$ cat src/rtl/logic_pkg.sv
// Shared definitions for the logic-op arbiter block.
//  - OP_NOT/OP_AND/OP_OR/OP_XOR : 2-bit operation codes on req_op lanes
//  - state_t                    : arbiter FSM states (ST_IDLE, ST_RESP)
package logic_pkg;

    localparam logic [1:0] OP_NOT = 2'b00;
    localparam logic [1:0] OP_AND = 2'b01;
    localparam logic [1:0] OP_OR  = 2'b10;
    localparam logic [1:0] OP_XOR = 2'b11;

    typedef enum logic {
        ST_IDLE = 1'b0,
        ST_RESP = 1'b1
    } state_t;

endpackage

$ cat src/rtl/logic_unit.sv
// Combinational bitwise logic unit.
// Ports:
//  i_op [1:0]       operation code (logic_pkg OP_*)
//  i_a  [DATA_W-1:0] operand A
//  i_b  [DATA_W-1:0] operand B (unused for NOT)
//  o_y  [DATA_W-1:0] result, same width as operands
module logic_unit
    import logic_pkg::*;
#(
    parameter int DATA_W = 8
) (
    input  logic [1:0]        i_op,
    input  logic [DATA_W-1:0] i_a,
    input  logic [DATA_W-1:0] i_b,
    output logic [DATA_W-1:0] o_y
);

    always_comb begin
        // NOTE: every combinational output gets a default before the case so
        // no path leaves it unassigned and no latch is inferred.
        o_y = '0;
        case (i_op)
            OP_NOT:  o_y = ~i_a;
            OP_AND:  o_y = i_a & i_b;
            OP_OR:   o_y = i_a | i_b;
            OP_XOR:  o_y = i_a ^ i_b;
            default: o_y = '0;
        endcase
    end

endmodule

$ cat src/rtl/logic_op_arbiter.sv
// Round-robin arbiter sharing one logic_unit between NUM_REQ requesters.
// One operation in flight; the result is registered and tagged with the
// index of the requester that was served.
// Ports:
//  clk, rst_n          clock, async active-low reset
//  req_valid/req_ready per-requester handshake (req_ready one-hot or zero)
//  req_op              2-bit op per requester, lane i at [2i+1:2i]
//  req_a, req_b        DATA_W operands per requester, lane i at [DATA_W*i +: DATA_W]
//  rsp_valid/rsp_ready response handshake
//  rsp_id              index of the served requester
//  rsp_data            registered result
module logic_op_arbiter
    import logic_pkg::*;
#(
    parameter  int NUM_REQ = 4,
    parameter  int DATA_W  = 8,
    localparam int ID_W    = $clog2(NUM_REQ)
) (
    input  logic                      clk,
    input  logic                      rst_n,
    input  logic [NUM_REQ-1:0]        req_valid,
    output logic [NUM_REQ-1:0]        req_ready,
    input  logic [2*NUM_REQ-1:0]      req_op,
    input  logic [DATA_W*NUM_REQ-1:0] req_a,
    input  logic [DATA_W*NUM_REQ-1:0] req_b,
    output logic                      rsp_valid,
    input  logic                      rsp_ready,
    output logic [ID_W-1:0]           rsp_id,
    output logic [DATA_W-1:0]         rsp_data
);

    localparam logic [ID_W:0]   NUM_REQ_W = (ID_W+1)'(NUM_REQ);
    localparam logic [ID_W-1:0] LAST_ID   = ID_W'(NUM_REQ - 1);

    state_t              r_state;
    logic [ID_W-1:0]     r_rr_ptr;
    logic                r_rsp_valid;
    logic [ID_W-1:0]     r_rsp_id;
    logic [DATA_W-1:0]   r_rsp_data;

    state_t              w_state_nxt;
    logic                w_accept;
    logic                w_found;
    logic [ID_W-1:0]     w_grant_id;
    logic [ID_W-1:0]     w_ptr_nxt;
    logic [ID_W:0]       w_idx_sum;
    logic [ID_W-1:0]     w_idx;
    logic [1:0]          w_sel_op;
    logic [DATA_W-1:0]   w_sel_a;
    logic [DATA_W-1:0]   w_sel_b;
    logic [DATA_W-1:0]   w_result;

    logic [1:0]          w_op_arr [NUM_REQ];
    logic [DATA_W-1:0]   w_a_arr  [NUM_REQ];
    logic [DATA_W-1:0]   w_b_arr  [NUM_REQ];

    for (genvar gi = 0; gi < NUM_REQ; gi++) begin : g_lane
        assign w_op_arr[gi] = req_op[2*gi +: 2];
        assign w_a_arr[gi]  = req_a[DATA_W*gi +: DATA_W];
        assign w_b_arr[gi]  = req_b[DATA_W*gi +: DATA_W];
    end

    // Priority search starting at r_rr_ptr, wrapping modulo NUM_REQ. The
    // first hit wins; later hits are ignored via w_found.
    always_comb begin
        w_found    = 1'b0;
        w_grant_id = '0;
        w_idx_sum  = '0;
        w_idx      = '0;
        for (int k = 0; k < NUM_REQ; k++) begin
            w_idx_sum = {1'b0, r_rr_ptr} + (ID_W+1)'(k);
            if (w_idx_sum >= NUM_REQ_W) begin
                w_idx_sum = w_idx_sum - NUM_REQ_W;
            end
            w_idx = w_idx_sum[ID_W-1:0];
            if (!w_found && req_valid[w_idx]) begin
                w_found    = 1'b1;
                w_grant_id = w_idx;
            end
        end
    end

    assign w_ptr_nxt = (w_grant_id == LAST_ID) ? '0 : w_grant_id + ID_W'(1);

    // Only the granted lane reaches the logic unit, so undriven operands on
    // other lanes never affect the result.
    assign w_sel_op = w_op_arr[w_grant_id];
    assign w_sel_a  = w_a_arr[w_grant_id];
    assign w_sel_b  = w_b_arr[w_grant_id];

    logic_unit #(
        .DATA_W (DATA_W)
    ) u_logic_unit (
        .i_op (w_sel_op),
        .i_a  (w_sel_a),
        .i_b  (w_sel_b),
        .o_y  (w_result)
    );

    // Next-state and grant. req_ready is gated by rst_n so no requester sees
    // an accept while reset is held.
    always_comb begin
        w_state_nxt = r_state;
        w_accept    = 1'b0;
        req_ready   = '0;
        case (r_state)
            ST_IDLE: begin
                if (w_found && rst_n) begin
                    w_accept              = 1'b1;
                    req_ready[w_grant_id] = 1'b1;
                    w_state_nxt           = ST_RESP;
                end
            end
            ST_RESP: begin
                if (rsp_ready) begin
                    w_state_nxt = ST_IDLE;
                end
            end
            default: w_state_nxt = ST_IDLE;
        endcase
    end

    // NOTE: all state and output registers use non-blocking assignments so
    // every flop samples pre-edge values, and all of them are cleared by the
    // async reset so a reset mid-response drops it immediately.
    always_ff @(posedge clk or negedge rst_n) begin
        if (!rst_n) begin
            r_state     <= ST_IDLE;
            r_rr_ptr    <= '0;
            r_rsp_valid <= 1'b0;
            r_rsp_id    <= '0;
            r_rsp_data  <= '0;
        end else begin
            r_state <= w_state_nxt;
            if (w_accept) begin
                r_rsp_data  <= w_result;
                r_rsp_id    <= w_grant_id;
                r_rsp_valid <= 1'b1;
                r_rr_ptr    <= w_ptr_nxt;
            end else if (r_state == ST_RESP && rsp_ready) begin
                r_rsp_valid <= 1'b0;
            end
        end
    end

    assign rsp_valid = r_rsp_valid;
    assign rsp_id    = r_rsp_id;
    assign rsp_data  = r_rsp_data;

endmodule
$ cat config.mk
export PLATFORM = sky130hd
export DESIGN_NAME = logic_op_arbiter
export DESIGN_NICKNAME = d
export VERILOG_FILES = /design/src/rtl/logic_pkg.sv /design/src/rtl/logic_unit.sv /design/src/rtl/logic_op_arbiter.sv
export SDC_FILE = /design/constraint.sdc
export NUM_CORES = 1
export LEC_CHECK = 0
export CORE_ASPECT_RATIO = 0.8
export CORE_MARGIN = 10
export CORE_UTILIZATION = 37
export DETAILED_ROUTE_END_ITERATION = 7
export PLACE_DENSITY = 0.85
export SLEW_MARGIN = 25
export SYNTH_ARGS = -nofsm -noshare
export SYNTH_HDL_FRONTEND = slang
export SYNTH_SLANG_ARGS = --single-unit
$ cat constraint.sdc
create_clock -name clk -period 2.5 [get_ports clk]
set_input_delay 0.5 -clock clk [delete_from_list [all_inputs] [get_ports clk]]
set_output_delay 0.5 -clock clk [all_outputs]
set_load 0.01 [all_outputs]
== Word level (Yosys, flattened, before mapping) ==
Cells that the tools add are included.

* $add $sub $neg: 8
* Order comparisons: 11
* Eq/ne operators: 4
* Muxes and demuxes: 41
* Bitwise gates (word level): 6
* Reductions and logical operators: 11

{| class="wikitable"
|+ Operators with widths
! cell !! count
|-
| $bmux W8 S2 || 2
|-
| $mux W8 || 4
|-
| $pmux W8 S4 || 1
|-
| $mux W2 || 11
|-
| $lt A2 B3 Y1 const B || 5
|-
| $mux W1 || 14
|-
| $ge A3 B3 Y1 const B || 4
|-
| $and A8 B8 Y8 || 1
|-
| $bmux W1 S2 || 4
|-
| $mux W4 || 2
|-
| $not A8 Y8 || 1
|-
| $or A8 B8 Y8 || 1
|-
| $sub A2 B1 Y2 const B || 4
|-
| $xor A8 B8 Y8 || 1
|-
| $add A2 B2 Y3 const B || 2
|-
| $eq A2 B2 Y1 const B || 3
|-
| $logic_and A1 B1 Y1 || 6
|-
| $bmux W2 S2 || 1
|-
| $add A2 B1 Y3 const B || 1
|-
| $ge A2 B3 Y1 const B || 1
|-
| $logic_not A1 Y1 || 3
|-
| $not A2 Y3 || 1
|-
| $add A2 B1 Y2 const B || 1
|-
| $demux W1 S2 || 1
|-
| 6 further kinds || 6
|}

* Bits in registers: 14
* Output and inout port bits: 15
* Word-level logic and storage cells: 86

== Logic depth before layout (Yosys ltp) ==
* Depth after elaboration: 20
* Depth in mapped cells: 13
* Gate-level depth less buffers: 11

== Modules after synthesis ==
From an unflattened synthesis, not the netlist that was laid out.

* Cell total of the unflattened synthesis: 299
* Area, all modules: 2323.5 µm²

{| class="wikitable"
|+ By module, submodules not included
! module !! times used !! cells an instance !! area each (µm²) !! seq. area each (µm²)
|-
| logic_op_arbiter || 1 || 249 || 1830.5 || 350.3
|-
| logic_unit || 1 || 50 || 493.0 || 0.0
|}

== Least setup slack after synthesis ==
No wires, ideal clock.

* Path type: register -> register
* Start: register r_rr_ptr[1]
* End: register r_rsp_data[3], in the netlist rsp_data[3]
* Arrival: 2.288 ns
* Required time: 2.364 ns
* Setup slack: 0.076 ns
* Stages on the path, launching flop included: 14
* Clock period less this slack: 2.424 ns
* Cell sequence: dfrtp_1 nand2b_1 a21o_1 o211a_1 inv_1 buf_4 buf_2 mux2i_1 nand2_1 nand2_1 inv_1 ha_1 mux2i_1 o221ai_2

* Word-level cells in the longest chain between the ends: 20
* Elaborated cells on any way between the ends: 59
* Classes of those cells: 7 x add/sub; 4 x order compare; 3 x eq/ne; 32 x mux; 5 x bitwise; 8 x reduce/logical

{| class="wikitable"
|+ RTL lines
! element !! RTL line !! source
|-
| start, declared || logic_op_arbiter.sv:36 || <nowiki>logic [ID_W-1:0] r_rr_ptr;</nowiki>
|-
| start signal, assigned || logic_op_arbiter.sv:139 || <nowiki>r_rr_ptr <= w_ptr_nxt;</nowiki>
|-
| branches (longest 20 deep; another with $add A2 B1 Y3) || - ||
|-
| end signal, assigned || logic_op_arbiter.sv:136 || <nowiki>r_rsp_data <= w_result;</nowiki>
|-
| end, declared || logic_op_arbiter.sv:39 || <nowiki>logic [DATA_W-1:0] r_rsp_data;</nowiki>
|}

Several ways; the timed one is not identified. The select of a mux whose other input is x is not followed.
A chain may end at the register's enable or synchronous reset.

== Worst setup path after layout ==
* Start: register r_rr_ptr[0]
* End: register r_rsp_data[0], in the netlist rsp_data[0]

The elaborated chain is that of the path after synthesis.

==> metrics.md <==
| Metric | Value |
|---|---|
| Run status | complete, no violations |
| Area after DPL | around 3100 um2 |
| DR WL/cell | about 16 um |
| Antenna diode count | 0 |
| Clock transition at path regs | 0.06 ns |
| WL final | 6.79 mm |
| Fraction of layout instances using a drive strength above 1 | 23.2% |
| Area of the die | roughly 8200 um2 |
| Layout Cell Area excl Fill | approximately 3300 um2 |
| Number of top-level design ports | between 90 and 100 |
| Final critical-path share of the clock period | 97.5% |
| Via count | roughly 2100 |
| Worst slew pin tran | 0.271 ns |
| Netlist area before placement | 1830 um2 |
| Total Routing Usage GR | 14.2% |
| Most frequently used cell type in the post-synthesis netlist | sky130_fd_sc_hd__nand2_1 |
| Multi-input gate area | 1400 um2 |
| Register area share after synthesis | between 10% and 20% |
| Post-synth EDFFs | 0 |
| Fraction of post-synthesis cell area in the top cell type by area | between 20 and 25% |
| IO Port Bufs | 93 |
| Site row count | 22 |
| Max cap viols | 0 |
| Clock tree from TritonCTS | yes |
| Data required time of the worst path | 2.61 ns |
| Final GP Congestion | 0.765 |
| Worst vdd rail ir drop | 0.456 mV |
| Pre-antenna DRT Iters | 4 |
| Clock buffer depth | 2 |
| Power per cell area | around 850 nW/um2 |
| Clock net sink count | 14 |
| Clk_lat worst skew | 0.24 ns |
| Number of global-route vias before repair | 2169 |
| Rel. slew slack | 81.8% |
| Number of nets in the finished design | 455 |
| Cell count after placement | 401 |
| Number of antenna violations at the first check in global routing | 0 |
| Utilization after layout | around 71% |
| Number of hold violations in the final report | 0 |
| Count of state elements after synthesis | 14 |
| Element type at the critical path end | flop |
| Kind of start point of the critical path | flop |
| Register area | between 300 and 400 um2 |
| Post-layout min period | 2.44 ns |
| Min-delay worst type | reg2reg |
| Htree depth | 1 |
| Maximum number of pins on one net before global-route repair | 17 |
| Filler instances | 343 |
| Cell Count, Final, Fillers Out | 414 |
| Share of synthesized flip-flops with an asynchronous set or reset | 100% |
| Number of nets produced by synthesis | 319 |
| Mean area per synthesized cell | 8.33 um2 |
| Global-route wire length before repair | 10.1 mm |
| Number of nets with antenna violations after detailed routing | 0 |
| Hold Slack | between 0.4 and 0.5 ns |
| Effective utilization at floorplan | 39.1% |
| DRC violations left | 0 |
| Final Max Slew Viols | 0 |
| Top_reg_cell synth | sky130_fd_sc_hd__dfrtp_1 |
| Final setup viols | 0 |
| Total congestion overflow | 0 |
| Worst clock skew | 0.00441 ns |
| Placeable Area | 4680 um2 |
| Highest clock rate | 410 MHz |
| Cell types with the largest area share after synthesis | sky130_fd_sc_hd__mux2i_1 21%, sky130_fd_sc_hd__dfrtp_1 19%, sky130_fd_sc_hd__ha_1 14% |
| Data arrival time of the worst path | 2.54 ns |
| Tot Pwr | 0.00283 W |
| Yosys warns | 0 |
| Yosys cell types | 37 |
| Clock root buffer | sky130_fd_sc_hd__clkbuf_8 |
| Area growth syn-to-layout | 82.0% |
| Top fanout value on the critical path | 6 |
| CTS buffer count | 3 |
| Die span in y | 82.9 um |
| Horizontal die dimension | ~99 um |
| Leak Pwr | 1.59 nW |
| Most frequent cells after synthesis | 45 x sky130_fd_sc_hd__nand2_1, 38 x sky130_fd_sc_hd__mux2i_1, 20 x sky130_fd_sc_hd__ha_1, 20 x sky130_fd_sc_hd__inv_1, 15 x sky130_fd_sc_hd__nand3_1 |
| DR iter-0 viols | 101 |
| Type of the worst setup path | reg2reg |
| Leading area contributor after synthesis | sky130_fd_sc_hd__mux2i_1 |
| HPWL after detailed placement | 5.18 mm |
| Post-synthesis cell count | 220 |
| Vias per Instance | 5.13 |
## critical path: stages, from the launching register on
cell and delay (ns):
sky130_fd_sc_hd__dfrtp_2 0.43, sky130_fd_sc_hd__and4b_1 0.23, sky130_fd_sc_hd__a21o_4 0.20, sky130_fd_sc_hd__nor2_4 0.17, sky130_fd_sc_hd__buf_12 0.15, sky130_fd_sc_hd__clkbuf_16 0.15, sky130_fd_sc_hd__mux2i_1 0.18, sky130_fd_sc_hd__mux2_2 0.17
sky130_fd_sc_hd__inv_1 0.04, sky130_fd_sc_hd__ha_1 0.28, sky130_fd_sc_hd__mux2i_1 0.18, sky130_fd_sc_hd__o211ai_1 0.12
## where the power goes
part / switching, W / total (W) / internal [W] / leakage [nW]
logic: 0.00101 / 0.00224 / 0.00123 / 1.40
registers: 0.0000719 / 0.000398 / 0.000326 / 0.168
clock network: 0.0000786 / 0.000185 / 0.000107 / 0.0216
total: 0.00116 / 0.00283 / 0.00167 / 1.59
## layout make-up
cell class | count | share of cell area, %
clock buffers | 3 | 1.24
inverters | 20 | 2.33
multi-input cells | 176 | 42.1
flip-flops and latches | 14 | 10.6
well taps | 60 | 2.25
repair buffers | 141 | 41.5
## cells by family after synthesis
group / after synthesis / share of synthesized area [%]
and+or+nand+nor: 76 / 19.7
buffers and inverters: 30 / 8.06
DFF: 14 / 19.1
muxes: 46 / 25.9
adders and majority gates: 20 / 13.7
AOI/OAI and AO/OA: 34 / 13.6
## final timing paths
check	cells after the start	slack [ns]	end	startpoint
worst max-delay path	11	0.06	rsp_data[0]	r_rr_ptr[0]
worst max register to register	11	0.06	rsp_data[0]	r_rr_ptr[0]
max in group asynchronous	2	1.70	r_rr_ptr[0]	rst_n
worst min-delay path	2	0.47	rsp_valid	rsp_valid
worst min register to register	2	0.47	rsp_valid	rsp_valid
min in group asynchronous	2	0.61	r_rr_ptr[1]	rst_n
## sequential cells by signal, indices dropped and copies added, names as in the netlist
name,count
rsp_data,8
r_rr_ptr,2
rsp_id,2
r_state,1
rsp_valid,1
## metal layers
layer	part of all wire (%)	track usage (%)	vias up	wire length, um
li1	-	-	1045	-
met1	40	16.6	986	2730
met2	50	24.6	90	3410
met3	9.4	5.55	4	640
met4	0.25	1.81	0	17
met5	0	0	-	0
## cell usage in the layout (no fill, tap or decap), types with 4 or more instances in the layout
cell                              synthesis  layout
sky130_fd_sc_hd__buf_4                    3      40
sky130_fd_sc_hd__mux2i_1                 38      37
sky130_fd_sc_hd__mux2_2                   7       4
sky130_fd_sc_hd__nand3_1                 15      15
sky130_fd_sc_hd__o211ai_1                14      14
sky130_fd_sc_hd__nand2_1                 45      45
sky130_fd_sc_hd__dfrtp_1                 14      12
sky130_fd_sc_hd__buf_12                   0       4
sky130_fd_sc_hd__and2_1                   4       4
sky130_fd_sc_hd__inv_1                   20      17
sky130_fd_sc_hd__clkdlybuf4s15_1          0       4
sky130_fd_sc_hd__ha_1                    20      18
sky130_fd_sc_hd__mux2_4                   1       4
sky130_fd_sc_hd__o21ai_0                  6       5
sky130_fd_sc_hd__clkdlybuf4s50_1          0      85
## per-stage QoR
step | worst slack, ns | TNS, ns
after floorplan | 0.0764 | 0
after global placement | -0.508 | -5.43
after detailed placement | -0.630 | -6.18
after CTS | -0.00633 | -0.00633
after global routing | -0.0407 | -0.123
final | 0.0628 | 0
## timing repair
item | in CTS | in global routing
setup buffers | 1 | 6
gates resized for setup | 18 | 22
setup endpoints to repair | 12 | 12
gates cloned | 1 | 2
hold buffers | 0 | 0
pin swaps | 2 | 8
Note: power is estimated with default switching activity, not from simulation.
